==> config.mk <==
export PLATFORM = sky130hd
export DESIGN_NAME = mem_arbiter
export DESIGN_NICKNAME = d
export VERILOG_FILES = /design/src/rtl/mem_arbiter.sv
export SDC_FILE = /design/constraint.sdc
export NUM_CORES = 1
export LEC_CHECK = 0
export BUFFER_PORTS_ARGS = -buffer_cell sky130_fd_sc_hd__buf_2
export CAP_MARGIN = 20
export CORE_AREA = 2 2 286 288
export CTS_BUF_LIST = sky130_fd_sc_hd__clkbuf_2 sky130_fd_sc_hd__clkbuf_4 sky130_fd_sc_hd__clkbuf_8
export CTS_CLUSTER_SIZE = 30
export DETAILED_ROUTE_END_ITERATION = 10
export DIE_AREA = 0 0 288 290
export GPL_TIMING_DRIVEN = 0
export SLEW_MARGIN = 20
export SYNTH_ARGS = -nofsm -noshare
export SYNTH_HDL_FRONTEND = slang
export SYNTH_SLANG_ARGS = --single-unit
==> constraint.sdc <==
create_clock -name clk -period 2.4 [get_ports clk]
set_input_delay 0 -clock clk [delete_from_list [all_inputs] [get_ports clk]]
set_output_delay 0 -clock clk [all_outputs]
set_load 0.01 [all_outputs]
==> src/rtl/mem_arbiter.sv <==
// Round-robin arbiter sharing one block-wide main-memory port between the
// instruction-cache refill path and the data-cache refill/write-back path.
module mem_arbiter #(
  parameter int ADDR_W  = 28,
  parameter int BLOCK_W = 128,
  parameter int TIMEOUT = 255
) (
  input  logic               clk,
  input  logic               reset,
  input  logic               i_read,
  input  logic [ADDR_W-1:0]  i_address,
  output logic [BLOCK_W-1:0] i_readdata,
  output logic               i_busywait,
  input  logic               d_read,
  input  logic               d_write,
  input  logic [ADDR_W-1:0]  d_address,
  input  logic [BLOCK_W-1:0] d_writedata,
  output logic [BLOCK_W-1:0] d_readdata,
  output logic               d_busywait,
  output logic               mem_read,
  output logic               mem_write,
  output logic [ADDR_W-1:0]  mem_address,
  output logic [BLOCK_W-1:0] mem_writedata,
  input  logic [BLOCK_W-1:0] mem_readdata,
  input  logic               mem_busywait,
  output logic               err
);

  typedef enum logic [1:0] {ST_IDLE, ST_ISSUE, ST_WAIT, ST_DONE} state_t;
  typedef enum logic {OWN_I, OWN_D} owner_t;

  localparam logic [16:0] TIMEOUT_L = 17'(TIMEOUT);

  state_t      state;
  owner_t      owner;
  owner_t      last_owner;
  logic [15:0] cnt;

  logic        i_req;
  logic        d_req;
  logic        grant_d;
  logic [16:0] cnt_inc;
  logic        timeout_hit;

  assign i_req   = i_read;
  assign d_req   = d_read | d_write;
  // On a tie the requester that was not served last wins.
  assign grant_d = d_req & (~i_req | (last_owner == OWN_I));

  assign cnt_inc     = {1'b0, cnt} + 17'd1;
  assign timeout_hit = (cnt_inc >= TIMEOUT_L);

  assign i_busywait = i_req & ~((state == ST_DONE) & (owner == OWN_I));
  assign d_busywait = d_req & ~((state == ST_DONE) & (owner == OWN_D));

  // NOTE: every register, including the block-wide data registers, is cleared
  // by the async reset so a reset mid-transfer leaves no stale command or data;
  // all state updates use non-blocking assignments so same-edge reads see the
  // pre-edge values.
  always_ff @(posedge clk or negedge reset) begin
    if (!reset) begin
      state         <= ST_IDLE;
      owner         <= OWN_I;
      last_owner    <= OWN_I;
      cnt           <= '0;
      err           <= 1'b0;
      i_readdata    <= '0;
      d_readdata    <= '0;
      mem_read      <= 1'b0;
      mem_write     <= 1'b0;
      mem_address   <= '0;
      mem_writedata <= '0;
    end else begin
      case (state)
        ST_IDLE: begin
          if (i_req | d_req) begin
            owner         <= grant_d ? OWN_D : OWN_I;
            mem_read      <= grant_d ? ~d_write : 1'b1;
            mem_write     <= grant_d & d_write;
            mem_address   <= grant_d ? d_address : i_address;
            mem_writedata <= (grant_d & d_write) ? d_writedata : '0;
            state         <= ST_ISSUE;
          end
        end
        ST_ISSUE: begin
          cnt   <= '0;
          state <= ST_WAIT;
        end
        ST_WAIT: begin
          if (!mem_busywait || timeout_hit) begin
            if (mem_busywait) begin
              // Aborted transfer: flag it and hand the owner an all-zero block.
              err <= 1'b1;
              if (owner == OWN_I) i_readdata <= '0;
              else                d_readdata <= '0;
            end else if (mem_read) begin
              if (owner == OWN_I) i_readdata <= mem_readdata;
              else                d_readdata <= mem_readdata;
            end
            last_owner    <= owner;
            mem_read      <= 1'b0;
            mem_write     <= 1'b0;
            mem_address   <= '0;
            mem_writedata <= '0;
            state         <= ST_DONE;
          end else if (cnt != 16'hFFFF) begin
            cnt <= cnt + 16'd1;
          end
        end
        ST_DONE: state <= ST_IDLE;
        default: state <= ST_IDLE;
      endcase
    end
  end

endmodule
* After elaboration in Yosys (flattened, before gate mapping)
Index checks and enable logic that the tools add are counted.
Word-level totals: logic and storage cells 80, flip-flop bits (word level) 435
Operators by class: add/subtract/negate cells 2, muxes and demuxes 29, $lt $le $gt $ge 1, reductions and logical operators 14, bitwise operators 15, equal/unequal tests 8
Operators with widths (count):
- 2-to-1 mux 128 bit | 11
- one-hot mux 128 bit (2 select lines) | 1
- 2-to-1 mux 28 bit | 3
- one-hot mux 28 bit (2 select lines) | 1
- 2-to-1 mux 16 bit | 2
- one-hot mux 16 bit (2 select lines) | 1
- adder 16 x 1 -> 17 bit (second input constant) | 1
- greater-or-equal comparator 17 x 8 -> 1 bit (second input constant) | 1
- adder 16 x 1 -> 16 bit (second input constant) | 1
- != test 16 bit (second input constant) | 1
- AND reduction 3 bit | 3
- != test 2 bit (second input constant) | 4
- one-hot mux 2 bit (4 select lines) | 1
- AND reduction 4 bit | 2
- AND 1 bit | 6
- NOT 1 bit | 6
- AND reduction 2 bit | 3
- nonzero test 2 bit | 3
- 2-to-1 mux 1 bit | 5
- == test 2 bit (second input constant) | 2
- 2-to-1 mux 2 bit | 2
- one-hot mux 1 bit (2 select lines) | 2
- bitwise OR 1 bit | 3
- == test 2 x 1 -> 1 bit (second input constant) | 1
- 3 further kinds | 3

* Logic depth before layout (Yosys ltp)
depth in word-level cells 7, gate-level depth with buffers 10, depth with buffers taken out 8

* Worst setup path before layout
Ideal clock, no wire load.
path kind flip-flop to flip-flop, start point reg cnt[3], end point reg state[1], data arrival time 2197 ps, setup time 125 ps, stages on the path, launching flop included 9, slack 78 ps, period minus slack after synthesis 2322 ps, buffers on the path 2, cells stage by stage dfrtp_1 > buf_4 > nand4_2 > nor4_2 > mux2i_1 > nand4_4 > o21a_4 > buf_6 > mux2_4
On the way: cells in the longest elaborated chain, start to end 5
Ends and longest elaborated chain:
- from (decl) | RTL line 37 | logic [15:0] cnt;
- from (signal assigned) | RTL line 107 | cnt <= cnt + 16'd1;
- adder 16 x 1 -> 17 bit | RTL line 50 | assign cnt_inc = {1'b0, cnt} + 17'd1;
- greater-or-equal comparator 17 x 8 -> 1 bit | RTL line 51 | assign timeout_hit = (cnt_inc >= TIMEOUT_L);
- logical OR 1 bit | RTL line 90 | if (!mem_busywait || timeout_hit) begin
- != test 2 bit (no source line)
- AND reduction 2 bit (no source line)
- to (signal assigned) | RTL line 62 | state <= ST_IDLE;
- to (signal assigned) | RTL line 87 | state <= ST_WAIT;
- to (signal assigned) | RTL line 105 | state <= ST_DONE;
- to (decl) | RTL line 34 | state_t state;
No other way between the ends. A chain may end at the register's enable or synchronous reset.

* Worst setup path in the final report
start point reg cnt[12], end point reg cnt[4]
On the way: cells in the longest elaborated chain, start to end 5
Ends and longest elaborated chain (RTL line):
- adder 16 x 1 -> 17 bit | 50
- greater-or-equal comparator 17 x 8 -> 1 bit | 51
- logical OR 1 bit | 90
- != test 2 bit (no source line)
- AND reduction 3 bit (no source line) *
Mark *: on every way between the ends. The rest lies on a longest branch, timed or not.

==> metrics.yaml <==
ys_seq_area_share_pct: 61.8
htree_num_levels: 3
tightest_slew_ps: 789
crit_path_start_kind: "register"
die-area_um2: 83500
grt_max_degree: 93
hold_class: "input port to register"
grt_pass1_wl_mm: 111
p_leak_nw: 14.6
hold_violations: 0
reg2reg_from: "cnt[12]$_DFFE_PN0P_"
core_area_um2: 80200
worstSetupEndpointType: "register"
gp_congestion: 0.827
arrival_ps: 2880
status: "completed"
yosys_most_used_dff: "dfrtp_1"
die_y_um: 290
drive_gt1_share_pct: 39.3
overflow: 0
fmax_ghz: 0.429
fin_total_pwr_mw: 34.7
drv_cap: 0
cts_buffers: 81
synth_edf_count: 0
fp.dieW_um: 288
clock_sinks: 435
place_hpwl_mm: 53.4
reg2reg_to: "cnt[4]$_DFFE_PN0P_"
hold_end: "mem_writedata[107]$_DFFE_PN0P_"
routed_wl_mm: 75.4
nNetsFinal: 2922
synth.distinct_cells: 59
clk_pin_slew_worst_paths_ps: 60
cts_tree: "done"
skew_ps: 30.1
whs_path_depth: 4
syn_area_um2: 17600
cts_buffer_depth: 3
peakVddDrop_uv: 884
ant_nets: 0
setup_viol: 0
first_pass_iters: 7
criticalPathCategory: "register to register"
path_max_fanout: 10
top_level_ports: 735
fin_tns_setup_ps: 0
num-fill-cells: 7884
first_iter_violations: 747
drc: 0
wire_per_inst_um: 20.2
slew_violations: 0
ff2ff_setup_slack_ps: 70
track_usage_pct: 17.4
port_buffers: 733
required_ps: 2950
clkLatencyLatePin_ps: 670
synthMuxAreaShare_pct: 1.92
synth-simple-area-share_pct: 3.02
syn_nets: 1759
antenna_found_initial: 17
root_buffer: "clkbuf_8"
avgViaCountPerCell: 4.54
synthAdderAreaFrac_pct: 0.426
syn_avg_cell_area_um2: 12.3
grt_pass1_vias: 17800
synth_xor_area_share_pct: 0.149
synth_top_family_by_area: "compound AO/OA/AOI/OAI gates"
synth_compound_area_share_pct: 25.6
synth-seq-cells: 435
vias: 16900
layout_min_cycle_time_ps: 2330
finalCritPeriodShare_pct: 97.1
relSlewSlack_pct: 47.4
synthCells: 1435
synth-async-reset-ratio_pct: 100
row_count: 104
p_per_area_nw_per_um2: 1230
area_growth_pct: 60.8
r2r_cells: 8
start_util_pct: 22.0
hp-start: "d_writedata[107]"
yosys_warnings: 0
-- cell type report --
cell class / instances / area, um^2 / area share, %
inverters: 139 / 522 / 1.84
repair buffers: 1080 / 7230 / 25.5
clock inverters: 21 / 236 / 0.835
well taps: 1060 / 1330 / 4.68
plain buffers: 117 / 913 / 3.23
clock buffers: 126 / 1590 / 5.62
flip-flops and latches: 435 / 10900 / 38.5
diodes: 7 / 17.5 / 0.0619
multi-input cells: 744 / 5580 / 19.7
-- per-stage QoR --
step	hold WS [ps]	instances	setup slack [ps]	utilization (%)	area (um^2)
2_1_floorplan	-296	1435	77.8	-	17600
3_3_place_gp	226	3228	-7880	28.2	22600
3_5_place_dp	-39.0	3233	-828	28.4	22800
4_1_cts	2.71	3710	1.23	35.0	28100
5_1_grt	36.4	3728	-6.67	35.3	28300
6_report	94.7	3729	69.3	35.3	28300
-- layout by cell type (no fill, tap or decap), drive strengths merged, types with 5 or more instances in the layout --
| cell type | count |
|---|---|
| buf | 817 |
| a22o | 256 |
| and2 | 8 |
| a21o | 28 |
| clkbuf | 189 |
| a22oi | 128 |
| mux2i | 30 |
| nand4 | 6 |
| dlygate4sd3 | 317 |
| nand3 | 6 |
| diode | 7 |
| inv | 144 |
| nor3 | 8 |
| nand2 | 39 |
| a21oi | 5 |
| clkinv | 13 |
| o21ai | 169 |
| o311ai | 5 |
| ha | 6 |
| dfrtp | 435 |
| nor2 | 9 |
-- Yosys cell counts, types with 3 or more instances --
cell type / instances / area, um^2
mux2i_1: 30 / 300
and2_1: 8 / 50.1
a221o_1: 3 / 30.0
a21oi_1: 5 / 25.0
buf_2: 9 / 45.0
nand4_1: 4 / 25.0
a21o_1: 28 / 210
xnor2_1: 3 / 26.3
nand2_1: 38 / 143
nor3_1: 8 / 40.0
and3_1: 3 / 18.8
buf_4: 11 / 82.6
dfrtp_1: 435 / 10900
a22oi_1: 128 / 961
a22o_1: 256 / 2240
ha_1: 6 / 75.1
o21ai_0: 76 / 380
o311ai_0: 4 / 35.0
clkbuf_1: 65 / 244
nor2_1: 9 / 33.8
inv_1: 139 / 522
buf_6: 30 / 338
o21ai_1: 92 / 460
-- critical path, stage by stage, from the launching register on --
cell	delay, ps
dfrtp_1	400
buf_4	150
or3_1	360
o31a_1	140
a31oi_4	250
nand3_4	150
buf_6	190
or4_1	510
o311ai_1	80
-- worst max path at each step --
stage / from / to / cells past startpoint
2_1_floorplan: cnt[3]$_DFFE_PN0P_ / state[1]$_DFFE_PN0P_ / 8
3_3_place_gp: reset / d_readdata[71]$_DFFE_PN0P_ / 1
3_5_place_dp: state[0]$_DFFE_PN0P_ / mem_writedata[119]$_DFFE_PN0P_ / 8
4_1_cts: cnt[12]$_DFFE_PN0P_ / mem_writedata[72]$_DFFE_PN0P_ / 9
5_1_grt: state[0]$_DFFE_PN0P_ / i_readdata[113]$_DFFE_PN0P_ / 7
6_report: cnt[12]$_DFFE_PN0P_ / cnt[4]$_DFFE_PN0P_ / 8
-- where the power goes --
| part | internal, mW | switching (mW) |
|---|---|---|
| Clock | 4.60 | 3.48 |
| Sequential | 10.6 | 2.24 |
| Combinational | 6.12 | 7.70 |
-- registers in the layout, indices dropped and copies added, names as in the netlist --
signal / cells
owner: 1
cnt: 16
mem_address: 28
d_readdata: 128
mem_read: 1
err: 1
state: 2
mem_writedata: 128
mem_write: 1
last_owner: 1
i_readdata: 128
-- logic make-up (layout without fill, tap and decap cells) --
family	after synthesis	in the layout
AO/OA/AOI/OAI	608	608
XOR/XNOR	3	3
adder cells (fa/ha/maj)	6	6
buffers and inverters	256	1483
flip-flops	435	435
multiplexers	33	33
other	0	7
AND/OR/NAND/NOR	94	94
-- timing repair --
| item | in CTS | in global routing |
|---|---|---|
| buffers inserted | 11 | 11 |
| resized for setup | 77 | 56 |
| cloned | 1 | 1 |
| hold buffers | 318 | 0 |
| setup endpoints to repair | 433 | 395 |
| pin swaps | 4 | 10 |
| hold endpoints to repair | 704 | 0 |
-- routing by layer --
layer	GRT usage, %	part of all wire (%)
met1	19.9	39
met2	30.1	49
met3	5.35	8.2
met4	6.63	3.6
met5	0	0.14
(Power assumes the default switching activity.)
